[config.mk]
export PLATFORM = sky130hd
export DESIGN_NAME = keypad_entry_ctrl
export DESIGN_NICKNAME = d
export VERILOG_FILES = /design/src/rtl/keypad_pkg.sv /design/src/rtl/keypad_scan.sv /design/src/rtl/keypad_entry_ctrl.sv
export SDC_FILE = /design/constraint.sdc
export NUM_CORES = 1
export LEC_CHECK = 0
export CAP_MARGIN = 20
export CORE_MARGIN = 10
export CORE_UTILIZATION = 31
export CTS_CLUSTER_SIZE = 24
export DETAILED_ROUTE_END_ITERATION = 12
export PLACE_DENSITY = 0.5
export SYNTH_ARGS = -nofsm -noshare
export SYNTH_HDL_FRONTEND = slang
export SYNTH_SLANG_ARGS = --single-unit
[constraint.sdc]
create_clock -name clk -period 1.7 [get_ports clk]
set_clock_uncertainty 0.1 [all_clocks]
set_input_delay 0.425 -clock clk [delete_from_list [all_inputs] [get_ports clk]]
set_output_delay 0.425 -clock clk [all_outputs]
set_load 0.005 [all_outputs]
[src/rtl/keypad_pkg.sv]
// Shared key codes, store-target encodings, entry states and the keypad map
// used by the scanner and the entry controller.
package keypad_pkg;

  localparam logic [3:0] KEY_ADD = 4'hA;
  localparam logic [3:0] KEY_SUB = 4'hB;
  localparam logic [3:0] KEY_CLR = 4'hC;
  localparam logic [3:0] KEY_EQ  = 4'hE;

  localparam logic [1:0] REGI_NONE = 2'd0;
  localparam logic [1:0] REGI_A    = 2'd1;
  localparam logic [1:0] REGI_B    = 2'd2;
  localparam logic [1:0] REGI_OP   = 2'd3;

  typedef enum logic [1:0] {
    ENTER_A = 2'd0,
    ENTER_B = 2'd1,
    DONE    = 2'd2
  } entry_state_t;

  typedef enum logic [1:0] {
    SCAN_IDLE    = 2'd0,
    SCAN_PRESS   = 2'd1,
    SCAN_RELEASE = 2'd2
  } scan_state_t;

  // Physical layout: row 3 carries equals, zero and two unused keys.
  function automatic logic [3:0] key_map(input logic [1:0] row, input logic [1:0] col);
    logic [3:0] code;
    case ({row, col})
      4'b00_00: code = 4'h1;
      4'b00_01: code = 4'h2;
      4'b00_10: code = 4'h3;
      4'b00_11: code = KEY_ADD;
      4'b01_00: code = 4'h4;
      4'b01_01: code = 4'h5;
      4'b01_10: code = 4'h6;
      4'b01_11: code = KEY_SUB;
      4'b10_00: code = 4'h7;
      4'b10_01: code = 4'h8;
      4'b10_10: code = 4'h9;
      4'b10_11: code = KEY_CLR;
      4'b11_00: code = KEY_EQ;
      4'b11_01: code = 4'h0;
      4'b11_10: code = 4'hF;
      default:  code = 4'hD;
    endcase
    return code;
  endfunction

  function automatic logic is_digit(input logic [3:0] code);
    return code <= 4'd9;
  endfunction

  function automatic logic is_operator(input logic [3:0] code);
    return (code == KEY_ADD) || (code == KEY_SUB);
  endfunction

endpackage

[src/rtl/keypad_scan.sv]
// Column scanner with row synchroniser, press/release debounce and key decode.
// Emits a single-cycle key_valid per debounced press.
module keypad_scan
  import keypad_pkg::*;
#(
  parameter int SCAN_DIV     = 1000,
  parameter int DEBOUNCE_CNT = 8
) (
  input  logic       clk,
  input  logic       reset,
  input  logic [3:0] row_n,
  output logic [3:0] col_n,
  output logic       key_valid,
  output logic [3:0] key_code,
  output logic [1:0] scan_state
);

  localparam int DIV_W = (SCAN_DIV > 1) ? $clog2(SCAN_DIV) : 1;
  localparam int DEB_W = $clog2(DEBOUNCE_CNT + 1);

  logic [3:0]       row_s1, row_s2;
  logic [DIV_W-1:0] div_cnt;
  logic [1:0]       col_idx;
  logic [1:0]       cand_row;
  logic [DEB_W-1:0] deb_cnt;
  scan_state_t      state;

  logic       sample;
  logic [3:0] rows_low;
  logic       single_low;
  logic [1:0] row_idx;

  assign scan_state = state;
  assign sample     = (div_cnt == DIV_W'(SCAN_DIV - 1));

  always_comb begin
    rows_low   = ~row_s2;
    single_low = (rows_low != 4'd0) && ((rows_low & (rows_low - 4'd1)) == 4'd0);
    row_idx    = 2'd0;
    for (int i = 0; i < 4; i++) begin
      if (rows_low[i]) row_idx = 2'(i);
    end
  end

  // Debounce decisions are taken only on the last cycle of a dwell, so the
  // synchroniser has settled on the rows of the currently driven column.
  always_ff @(posedge clk) begin
    if (reset) begin
      row_s1    <= 4'hF;
      row_s2    <= 4'hF;
      div_cnt   <= '0;
      col_idx   <= 2'd0;
      col_n     <= 4'b1110;
      cand_row  <= 2'd0;
      deb_cnt   <= '0;
      state     <= SCAN_IDLE;
      key_valid <= 1'b0;
      key_code  <= 4'h0;
    end else begin
      row_s1    <= row_n;
      row_s2    <= row_s1;
      key_valid <= 1'b0;
      div_cnt   <= sample ? '0 : div_cnt + 1'b1;

      if (sample) begin
        case (state)
          SCAN_IDLE: begin
            if (single_low) begin
              cand_row <= row_idx;
              if (DEBOUNCE_CNT <= 1) begin
                key_valid <= 1'b1;
                key_code  <= key_map(row_idx, col_idx);
                deb_cnt   <= '0;
                state     <= SCAN_RELEASE;
              end else begin
                deb_cnt <= DEB_W'(1);
                state   <= SCAN_PRESS;
              end
            end else begin
              col_idx <= col_idx + 2'd1;
              col_n   <= {col_n[2:0], col_n[3]};
            end
          end

          SCAN_PRESS: begin
            if (single_low && (row_idx == cand_row)) begin
              if (deb_cnt == DEB_W'(DEBOUNCE_CNT - 1)) begin
                key_valid <= 1'b1;
                key_code  <= key_map(cand_row, col_idx);
                deb_cnt   <= '0;
                state     <= SCAN_RELEASE;
              end else begin
                deb_cnt <= deb_cnt + 1'b1;
              end
            end else if (single_low) begin
              cand_row <= row_idx;
              deb_cnt  <= DEB_W'(1);
            end else begin
              // No key or a ghosting pattern: drop back to idle on this column.
              deb_cnt <= '0;
              state   <= SCAN_IDLE;
            end
          end

          SCAN_RELEASE: begin
            if (rows_low == 4'd0) begin
              if (deb_cnt == DEB_W'(DEBOUNCE_CNT - 1)) begin
                deb_cnt <= '0;
                state   <= SCAN_IDLE;
                col_idx <= col_idx + 2'd1;
                col_n   <= {col_n[2:0], col_n[3]};
              end else begin
                deb_cnt <= deb_cnt + 1'b1;
              end
            end else begin
              deb_cnt <= '0;
            end
          end

          default: begin
            deb_cnt <= '0;
            state   <= SCAN_IDLE;
          end
        endcase
      end
    end
  end

endmodule

[src/rtl/keypad_entry_ctrl.sv]
// Calculator front end: keypad scanner plus the operand/operator entry FSM
// that drives nr/regi, clr and exec into the operand-register stage.
module keypad_entry_ctrl
  import keypad_pkg::*;
#(
  parameter int SCAN_DIV     = 1000,
  parameter int DEBOUNCE_CNT = 8,
  parameter int MAX_DIGITS   = 4
) (
  input  logic       clk,
  input  logic       reset,
  input  logic [3:0] row_n,
  output logic [3:0] col_n,
  output logic [3:0] nr,
  output logic [1:0] regi,
  output logic       clr,
  output logic       exec,
  output logic [1:0] phase
);

  localparam int CNT_W = $clog2(MAX_DIGITS + 1);

  logic             key_valid;
  logic [3:0]       key_code;
  logic [1:0]       scan_state;
  entry_state_t     state;
  logic [CNT_W-1:0] cnt_a, cnt_b;

  keypad_scan #(
    .SCAN_DIV    (SCAN_DIV),
    .DEBOUNCE_CNT(DEBOUNCE_CNT)
  ) u_scan (
    .clk       (clk),
    .reset     (reset),
    .row_n     (row_n),
    .col_n     (col_n),
    .key_valid (key_valid),
    .key_code  (key_code),
    .scan_state(scan_state)
  );

  // phase is the registered entry state, which doubles as the FSM debug view.
  assign phase = state;

  always_ff @(posedge clk) begin
    if (reset) begin
      state <= ENTER_A;
      cnt_a <= '0;
      cnt_b <= '0;
      nr    <= 4'h0;
      regi  <= REGI_NONE;
      clr   <= 1'b0;
      exec  <= 1'b0;
    end else begin
      regi <= REGI_NONE;
      clr  <= 1'b0;
      exec <= 1'b0;

      if (key_valid) begin
        if (key_code == KEY_CLR) begin
          // Clear keeps nr: the downstream stage ignores nr without a regi pulse.
          clr   <= 1'b1;
          cnt_a <= '0;
          cnt_b <= '0;
          state <= ENTER_A;
        end else begin
          case (state)
            ENTER_A: begin
              if (is_digit(key_code)) begin
                if (cnt_a < CNT_W'(MAX_DIGITS)) begin
                  nr    <= key_code;
                  regi  <= REGI_A;
                  cnt_a <= cnt_a + 1'b1;
                end
              end else if (is_operator(key_code)) begin
                nr    <= key_code;
                regi  <= REGI_OP;
                state <= ENTER_B;
              end
            end

            ENTER_B: begin
              if (is_digit(key_code)) begin
                if (cnt_b < CNT_W'(MAX_DIGITS)) begin
                  nr    <= key_code;
                  regi  <= REGI_B;
                  cnt_b <= cnt_b + 1'b1;
                end
              end else if (is_operator(key_code)) begin
                nr   <= key_code;
                regi <= REGI_OP;
              end else if (key_code == KEY_EQ) begin
                exec  <= 1'b1;
                state <= DONE;
              end
            end

            DONE: begin
              state <= DONE;
            end

            default: begin
              state <= ENTER_A;
            end
          endcase
        end
      end
    end
  end

  // The scanner state is kept visible on the instance for debug probing.
  logic scan_state_unused;
  assign scan_state_unused = ^scan_state;

endmodule
==> run metrics <==
Final WS setup=-100 ps; Hold Crit Class=reg -> reg; Num CTS Buffers=5; post-route clock period utilization=1.06; Tightest Pin Transition=461 ps; Die X=112 um; Mean Syn Cell Area=8.83 um^2; top_reg_cell synth=dfxtp_1; Final Hold Fails=0; path type of the worst setup path=reg -> reg; Total Power=2.24 mW; Relative slew margins=0.693; CP endpoint kind=register; RSZ-0062 raised after global routing=true; Die Area=12500 um^2; WP data required=1820 ps; routed length per placed instance=13.5 um; synthesized flop and latch total=53; initial antenna violation count=0; core area=about 8200 um^2; top post-synthesis cells by area=dfxtp_1 (40%), a21oi_1 (5.2%), ha_1 (4.8%); DR vias/cell=approximately 4.9; grt ovf=0; worst-path maximum fanout=7; area grow syn2layout=29.6%; Pint=1.75 mW; switch share=0.220; Clk pwr share=0.373; Cells after Synth=between 200 and 300; clock sinks=53; Combinational Power Share=0.062; Clock Path Buffers=2; Via Count=2224; Routed Antenna Nets=0; Static Leak=~1.3 nW; Nets=363; first-pass GRT wire length=10.5 mm; post-synth top area share=0.405; most frequent cells in the layout=dfxtp_1 (42), buf_4 (40), a21oi_1 (24); Cell Rows=33; routability-driven placement congestion ratio=~0.77; cell area power density=roughly 660 nW/um^2; Top Ports=20; WL final=6.09 mm; Mapped Area=between 2000 and 3000 um^2; Worst setup SP type=register; worst path arrival time=around 1900 ps; Buffers on Ports=19; Max VDD drop=0.311 mV; sequential share of power=0.565; CTS clk-pin slew, worst paths=90 ps; DRT iter0 DRCs=73; violated checks=setup timing; final setup fails=17; Remaining DRCs=0; Synth area leader=dfxtp_1; share of post-route cells with drive strength above 1=0.265; largest net degree at the start of global routing=16; number of unique standard cell types used by synthesis=55; Pre-antenna DRT Iters=4; Switch Pwr=0.493 mW; max_cap viols=0; clk_lat worst skew=300 ps; CTS H-tree lvls=2; YS warnings=0; Slew Viols, Final=0; chip height=112 um; n_diodes=0; WHS=~310 ps; TritonCTS clock tree=yes; sequential share of the synthesized area=0.405; internal reg-to-reg setup slack=-100 ps; commonest non-fill, non-tap cell in the layout=dfxtp_1; vias in the first global route=2200; number of synthesized flops with an enable pin=0; crit path time final=1800 ps; HPWL Detailed=4.47 mm; number of fill cells in the layout=824; Post-CTS Hold Buffers=0; Root Driver=clkbuf_8; asr flop ratio synth=0; Starting Density=0.319; syn_nets=313; Max Fclk=around 560 MHz; Tot GR Track Use=0.0967; status=finished, violations left
[critical path, cell delays in order (launching register included)]
cell      delay, ps
dfxtp_2         360
ha_4            130
nand4b_1        110
or3_4           480
nor3_4          250
a21oi_1          90
a311oi_1        180
[state kept, by name (all words and copies together) (netlist names), 3 cells and up]
| name | cells |
|---|---|
| u_scan.deb_cnt | 4 |
| cnt_b | 3 |
| u_scan.col_n | 4 |
| cnt_a | 3 |
| u_scan.row_s2 | 4 |
| u_scan.key_code | 4 |
| u_scan.row_s1 | 4 |
| nr | 4 |
| u_scan.div_cnt | 10 |
[cell families (layout without fill, tap and decap cells)]
family,count (synthesis),in the layout,share of synthesized area
adder cells (fa/ha/maj),10,10,0.0477
flip-flops,53,53,0.405
XOR/XNOR,6,6,0.0201
multiplexers,7,7,0.0267
AND/OR/NAND/NOR,115,115,0.253
AO/OA/AOI/OAI,82,82,0.203
buffers and inverters,24,74,0.0453
[area by class of cell]
type                       count  area, um^2  area share
multi-input combinational    220        1540       0.454
sequential                    53        1070       0.316
timing repair buffer          60         520       0.153
tap                          105         131      0.0387
clock buffer                   5        68.8      0.0203
clock inverter                 2        35.0      0.0103
inverter                       7        26.3     0.00773
[stage by stage]
step / worst slack, ps / instances / cell area, um^2 / setup TNS [ps] / util
detailed placement: -132 / 442 / 3170 / -1810 / 0.386
global placement: -113 / 442 / 3170 / -1190 / 0.386
global route: -189 / 452 / 3400 / -3050 / 0.414
finish: -100 / 452 / 3400 / -928 / 0.414
CTS: -128 / 452 / 3340 / -1650 / 0.407
floorplan: -63.6 / 297 / 2650 / -139 / -
[Yosys cell counts, drive strengths merged (5+ instances only)]
library cell / number
or2: 9
nor3: 6
nand3: 19
nand2: 20
dfxtp: 53
ha: 10
and2: 7
nand4b: 5
inv: 7
clkbuf: 10
or3: 5
a211oi: 5
buf: 7
a21oi: 28
nor2b: 5
mux2i: 7
nor2: 20
o21ai: 23
[what timing repair did]
action                                  4_1_cts  5_1_grt
pin swaps                                    10        7
buffers inserted                              3        0
endpoints found under the setup margin       33       40
hold endpoints to repair                      0        0
gates resized for setup                      19       23
[routing by layer]
layer | part of all wire | up-vias | GRT usage
li1 | - | 1170 | -
met1 | 0.49 | 1022 | 0.125
met2 | 0.46 | 26 | 0.154
met3 | 0.040 | 6 | 0.0231
met4 | 0.013 | 0 | 0.0305
met5 | 0 | - | 0
[final timing paths]
kind,start,to,depth (start not counted)
worst max-delay path,u_scan.div_cnt[1],u_scan.key_code[3],6
worst min-delay path,u_scan.row_s1[1],u_scan.row_s2[1],1
worst max register to register,u_scan.div_cnt[1],u_scan.key_code[3],6
worst min register to register,u_scan.row_s1[1],u_scan.row_s2[1],1
[power groups by stage]
stage	combinational (mW)	sequential, mW	clock (mW)
final	0.138	1.27	0.838
after detailed placement	0.124	1.30	0
after floorplan	0.0795	1.29	0
after global routing	0.150	1.27	0.920
after global placement	0.122	1.30	0
after CTS	0.132	1.27	0.880
Note: power is estimated with default switching activity, not from simulation.
